[src/rtl/kvs_req_fifo.sv]
// kvs_req_fifo: first-word-fall-through request queue between eth_top and db_top.
// Requests arriving while full (with no pop in the same cycle) are dropped and counted.
module kvs_req_fifo #(
    parameter int KEY_SIZE   = 96,
    parameter int FLAG_SIZE  = 4,
    parameter int DEPTH_LOG2 = 4,
    parameter int AFULL_LVL  = 12
) (
    input  logic                  clk,
    input  logic                  rst_n,
    input  logic [KEY_SIZE-1:0]   in_key,
    input  logic [FLAG_SIZE-1:0]  in_flag,
    input  logic                  in_valid,
    output logic [KEY_SIZE-1:0]   out_key,
    output logic [FLAG_SIZE-1:0]  out_flag,
    output logic                  out_valid,
    input  logic                  out_ready,
    output logic [DEPTH_LOG2:0]   level,
    output logic                  almost_full,
    output logic [31:0]           drop_cnt
);
    localparam int W     = KEY_SIZE + FLAG_SIZE;
    localparam int LW    = DEPTH_LOG2 + 1;
    localparam int DEPTH = 1 << DEPTH_LOG2;

    logic [W-1:0]          mem_q [DEPTH];
    logic [DEPTH_LOG2-1:0] rd_q, rd_d, wr_q, wr_d;
    logic [LW-1:0]         level_q, level_d;
    logic [31:0]           drop_q, drop_d;
    logic [W-1:0]          head_q, head_d;
    logic                  afull_q, push, pop, full, acc;

    // head_q is a registered copy of the queue head so the outputs hold
    // their last value when empty instead of exposing stale storage.
    always_comb begin
        push    = in_valid && (in_flag != '0);
        pop     = out_valid && out_ready;
        full    = level_q == LW'(DEPTH);
        acc     = push && (!full || pop);
        rd_d    = rd_q + DEPTH_LOG2'(pop);
        wr_d    = wr_q + DEPTH_LOG2'(acc);
        level_d = level_q + LW'(acc) - LW'(pop);
        drop_d  = (push && !acc && drop_q != '1) ? drop_q + 32'd1 : drop_q;
        head_d  = (acc && level_q == LW'(pop)) ? {in_key, in_flag} :
                  (pop && level_d != '0)       ? mem_q[rd_d]        : head_q;
    end

    always_ff @(posedge clk or negedge rst_n) begin
        if (!rst_n) begin
            rd_q    <= '0;
            wr_q    <= '0;
            level_q <= '0;
            drop_q  <= '0;
            head_q  <= '0;
            afull_q <= 1'b0;
        end else begin
            rd_q    <= rd_d;
            wr_q    <= wr_d;
            level_q <= level_d;
            drop_q  <= drop_d;
            head_q  <= head_d;
            afull_q <= level_d >= LW'(AFULL_LVL);
        end
    end

    always_ff @(posedge clk) begin
        if (acc) mem_q[wr_q] <= {in_key, in_flag};
    end

    assign {out_key, out_flag} = head_q;
    assign out_valid           = level_q != '0;
    assign level               = level_q;
    assign almost_full         = afull_q;
    assign drop_cnt            = drop_q;
endmodule

[config.mk]
export PLATFORM = sky130hd
export DESIGN_NAME = kvs_req_fifo
export DESIGN_NICKNAME = d
export VERILOG_FILES = /design/src/rtl/kvs_req_fifo.sv
export SDC_FILE = /design/constraint.sdc
export NUM_CORES = 2
export LEC_CHECK = 0
export CORE_MARGIN = 5
export CORE_UTILIZATION = 55
export DETAILED_ROUTE_END_ITERATION = 6
export GPL_TIMING_DRIVEN = 0
export PLACE_DENSITY_LB_ADDON = 0.25
export SYNTH_ARGS = -nofsm -noshare
export SYNTH_HDL_FRONTEND = slang
export SYNTH_SLANG_ARGS = --single-unit
[constraint.sdc]
create_clock -name clk -period 10.9 [get_ports clk]
set_clock_uncertainty 0.2 [all_clocks]
set_input_delay 2.18 -clock clk [delete_from_list [all_inputs] [get_ports clk]]
set_output_delay 2.18 -clock clk [all_outputs]
set_load 0.005 [all_outputs]
# Yosys cells after proc, flatten, opt, wreduce, memory -nomap -nowiden

Memory sizes are Yosys's and may differ from the RTL's.
Cells that the tools add are included.

Bits in writable memories: 1600
Memories: 1
Word-level logic and storage cells: 34
Register bits: 146

Memory list:

| memory | depth | bits a word | rd ports | clocked after Yosys merged registers in | wr ports | RTL line | RTL |
|---|---|---|---|---|---|---|---|
| mem_q  | 16    | 100         | 1        | 0                                       | 1        | 26       | `logic [W-1:0] mem_q [DEPTH];` |

Reduce and logical (&&, ||, !) cells: 14
Magnitude comparators: 1
Multiplexer cells: 4
Eq/ne operators: 3
$add $sub $neg: 5

Operators with widths:

| cell                                                                   | number |
|---|---|
| 100-bit 2-to-1 mux                                                     | 2 |
| 32-bit by 1-bit adder with 32-bit output (second input constant)       | 1 |
| 32-bit inequality test (second input constant)                         | 1 |
| 5-bit nonzero test                                                     | 2 |
| 4-bit by 1-bit adder with 4-bit output                                 | 2 |
| 1-bit logical AND                                                      | 7 |
| 5-bit by 1-bit adder with 5-bit output                                 | 1 |
| 5-bit by 1-bit equality test with 1-bit output                         | 1 |
| 5-bit equality test (second input constant)                            | 1 |
| 5-bit by 4-bit >= comparator with 1-bit output (second input constant) | 1 |
| 5-bit by 1-bit subtractor with 5-bit output                            | 1 |
| 4-bit nonzero test                                                     | 1 |
| 1-bit logical NOT                                                      | 2 |
| 1-bit 2-to-1 mux                                                       | 2 |
| 2-bit nonzero test                                                     | 1 |
| 1-bit logical OR                                                       | 1 |

# Logic depth before layout (Yosys ltp)

Word-level depth: 10
Depth in mapped cells: 17
Depth with buffers taken out: 14

# Worst setup path after synthesis

Ideal clock, no wire load.

Path kind: input to register
From: in in_flag[0]
To: mem mem_q[0][0] (netlist name) (enable)
Library setup time: 681 ps
Buffers on the path: 0
Cell stages on the path: 4
Arrival: 9640 ps
Setup slack: 379 ps
Data required time: 10019 ps
Cells stage by stage: o41ai_1 > o21bai_1 > or3_1 > nor3_1

Word-level cells in the longest chain between the ends: 5

Ends and longest elaborated chain:

| item                                   | RTL line | RTL |
|---|---|---|
| start, declared                        | 12       | `input logic [FLAG_SIZE-1:0] in_flag,` |
| 4-bit nonzero test                     | 36       | `push = in_valid && (in_flag != '0);` |
| 1-bit logical AND                      | 36       |  |
| 1-bit logical AND                      | 39       | `acc = push && (!full \|\| pop);` |
| 1-bit 2-to-1 mux                       | 67       | `if (acc) mem_q[wr_q] <= {in_key, in_flag};` |
| 1-bit 2-to-1 mux (not written as such) | 67       |  |
| end, declared                          | 26       |  |

Every way passes these cells.

# Worst setup path after layout

From: in in_flag[1]
To: reg head_q[62]

Word-level cells in the longest chain between the ends: 8

Ends and longest elaborated chain:

| item                                        | RTL line | RTL |
|---|---|---|
| 4-bit nonzero test *                        | 36       |  |
| 1-bit logical AND *                         | 36       |  |
| 1-bit logical AND *                         | 39       |  |
| 5-bit by 1-bit adder with 5-bit output      | 42       | `level_d = level_q + LW'(acc) - LW'(pop);` |
| 5-bit by 1-bit subtractor with 5-bit output | 42       |  |
| 5-bit nonzero test                          | 45       | `(pop && level_d != '0) ? mem_q[rd_d] : head_q;` |
| 1-bit logical AND                           | 45       |  |
| 2-bit nonzero test (no source line)         | n/a      |  |
| end signal, assigned                        | 54       | `head_q <= '0;` |
| end signal, assigned                        | 61       | `head_q <= head_d;` |
| end, declared                               | 30       | `logic [W-1:0] head_q, head_d;` |

Every way passes the cells marked *; elsewhere a longest branch is shown, timed or not.
A chain may end at the register's enable or synchronous reset.

==> flow_summary.ini <==
[outcome]
status = complete, but fails checks
violations = capacitance limit

[timing]
fin_setup_tns_ns = 0
drv_slew = 0
setup_viol = 0
hold_ws_ns = 0.295
hold_viol_final = 0
rsz0062_at_grt = no
worst_pin_slew_ns = 1.50
relSlewSlack_pct = 0.0397
worst_slack_ns = 3.41
min_period_ns = 7.49
fin_crit_sh_pct = 68.7
fmax_mhz = 133

[clocking]
clk_pin_slew_worst_paths_ns = 0.06
cts_tree = yes
clock-sinks = 1746
clkLatencyLatePin_ns = 0.77
cts_hold_buf = 0
clockBufferDepth = 3
cts_root_buf = clkbuf_16
postCtsSetupRepairBufs = 0
cts.repair.resized = 0
numCtsBuffers = 173
h-tree-depth = 4

[global_route]
grt_max_degree = 89
grt_antenna_before_repair = 23
grt-ovfl-total = 0
grt_pass1_vias = 36179
track_usage_pct = 25.9
grt_pass1_wl_mm = 247

[logic_synthesis]
synth_nets = 3340
synth.most_common_cell = edfxtp_1
yosys.area.top_type_share_pct = 70.2
syn_area_per_cell_sq_um = 21.2
syn_area_sq_mm = 0.0684
synthDistinctLibCells = 43
synth_top_flop_cell = edfxtp_1
netlist_top_cells_count = edfxtp_1, mux4_2, mux2i_1
synthArstFlopShare_pct = 8.36
synth-seq-cells = 1746
ys.warnings.count = 0
synthTopCellsByArea = edfxtp_1, mux4_2, dfrtp_1
yosysSeqAreaShare_pct = 75.6
yosys.area.top_type = edfxtp_1
synthCells = 3224
synth_edf_count = 1600

[detailed_routing]
vias = 35150
wl_mm = 169
route.detailed.drc = 0
via_per_inst = 6.33
ant_nets = 0
wl_per_cell_um = 30.5
firstDrtPassIters = 5
first_iter_violations = 4206

[cells_and_area]
nNetsFinal = 3869
drive_above_1_share_pct = 23.5
syn2layout_area_growth_pct = 17.7

[floorplan]
start_util_pct = 55.3
core_area_sq_mm = 0.124
die_h_um = 363
io-pin-count = 243
num_rows = 129
design.die.area_sq_mm = 0.132
dieWidth_um = 363

[critical_path]
slowest_delay_ns = 1.15
slowest_stage = o41ai_1
r2r_setup_slack_ns = 5.23
required_ns = 11.36
worstReg2RegEnd = head_q[62]
r2r-start = level[3]
cp-start-kind = primary input
cp.buffers_inverters = 4
cp-startpoint = in_flag[1]
critical_path.top_delay_family = compound AO/OA/AOI/OAI gates
cpMostUsedCell = ha_1
arrival_ns = 7.95
reg2reg_depth = 16
cp_max_fo = 18
path_cells = clkdlybuf4s50_1 -> o41ai_1 -> o21bai_1 -> ha_1 -> inv_1 -> ha_1 -> a21o_1 -> a21oi_1 -> xor2_1 -> clkbuf_2 -> clkbuf_1 -> o2111ai_1 -> o211ai_1
worstSetupEndpoint = head_q[62]
end_kind = flip-flop
worst-setup-path-type = in -> reg
path_depth = 13

[power]
switchingPower_uw = 7750
p_seq_share_pct = 36.3
peakVddDrop_mv = 0.369
p_per_area_mw_per_mm2 = 289
p_clk_share_pct = 25.4
p_leak_uw = 0.0269
finalPower_uw = 23300
p_comb_share_pct = 38.4
p_int_uw = 15500
p_sw_share_pct = 33.3

[place]
post-place-ws_ns = 2.66
hpwl_mm = 106
gp_congestion = 0.783
port_buffers = 242

[run]
maxCapViolations = 1

[min_path]
hold_class = reg -> reg
-- worst register-to-register path, cell delays in order (launching register included) --
cell and delay [ns]:
dfrtp_1 0.40, inv_1 0.10, ha_1 0.18, nand2b_1 0.09, or3_1 0.33, and2_1 0.20, clkbuf_1 0.33, ha_1 0.35
ha_1 0.32, clkbuf_1 0.16, clkbuf_1 1.11, buf_2 0.54, mux4_2 0.38, mux2i_1 0.22, mux2i_1 0.13, o2111ai_1 0.28
o211ai_1 0.18
-- power groups by stage --
| stage | registers (uW) | clock network (uW) | logic, uW |
|---|---|---|---|
| after detailed placement | 8570 | 0 | 8920 |
| after global routing | 8490 | 6290 | 9470 |
| after CTS | 8440 | 5980 | 8970 |
| after floorplan | 8570 | 0 | 5710 |
| final | 8440 | 5910 | 8930 |
| after global placement | 8790 | 0 | 8570 |
-- worst min-delay path by stage --
stage / startpoint / end / slack, ns / cells after the start
6_report: drop_cnt[30] / drop_cnt[30] / 0.30 / 1
3_3_place_gp: drop_cnt[11] / drop_cnt[11] / 0.29 / 1
3_5_place_dp: drop_cnt[30] / drop_cnt[30] / 0.29 / 1
2_1_floorplan: rd_q[0] / rd_q[0] / 0.27 / 1
5_1_grt: drop_cnt[30] / drop_cnt[30] / 0.32 / 1
4_1_cts: drop_cnt[30] / drop_cnt[30] / 0.30 / 1
-- cells in the final DEF (no fill, tap or decap), types with 4 or more instances in the layout --
master	count
bufinv_16	14
buf_16	10
nand4_1	13
xnor2_1	22
nor2_1	10
and4_1	6
xor2_1	15
buf_4	58
and3_1	9
buf_8	6
nand3_1	17
buf_6	48
edfxtp_1	1600
clkinv_2	28
clkbuf_16	182
mux2i_1	300
clkdlybuf4s50_1	241
clkbuf_8	10
buf_1	9
clkbuf_2	4
clkinv_1	33
o2111ai_1	100
inv_6	5
buf_2	77
ha_1	11
nor2_4	12
inv_1	8
diode_2	15
mux4_2	400
buf_12	47
o211ai_1	100
clkbuf_1	105
dfrtp_1	146
nand2_1	211
nor3_2	6
-- state kept, by name, indices dropped and copies added, names as in the netlist --
register / cells
almost_full: 1
drop_cnt: 32
head_q: 100
level: 5
mem_q: 1600
rd_q: 4
wr_q: 4
-- logic make-up after synthesis --
family	after synthesis	synth area share, %
DFF	1746	75.6
muxes	701	17.6
and+or+nand+nor	305	2.02
buffers and inverters	213	1.63
AOI/OAI and AO/OA	210	2.50
xor gates and xnor gates	37	0.474
adders and majority gates	12	0.230
-- routing by layer --
metal	routed length (um)	up-vias	GRT usage, %
met3	16500	296	6.83
li1	-	14556	-
met5	65	-	0
met1	64400	18506	35.2
met4	5270	10	8.88
met2	83000	1782	41.4
-- stage by stage --
stage | utilization, % | instance area [sq um] | cells
after CTS | 65.1 | 80500 | 5537
after floorplan | - | 68400 | 3224
final | 65.1 | 80500 | 5553
after global placement | 58.9 | 72900 | 5103
after global routing | 65.1 | 80500 | 5542
after detailed placement | 60.5 | 74800 | 5214
-- area by class of cell --
class | instances | area, sq um
flip-flops and latches | 1746 | 51700
multi-input cells | 1265 | 15700
fillers | 8076 | 43100
clock inverters | 85 | 781
well taps | 1637 | 2050
repair buffers | 354 | 4270
plain buffers | 205 | 1090
inverters | 8 | 30.0
diodes | 15 | 37.5
clock buffers | 238 | 4860
No activity file was read; power rests on OpenSTA's default activity.
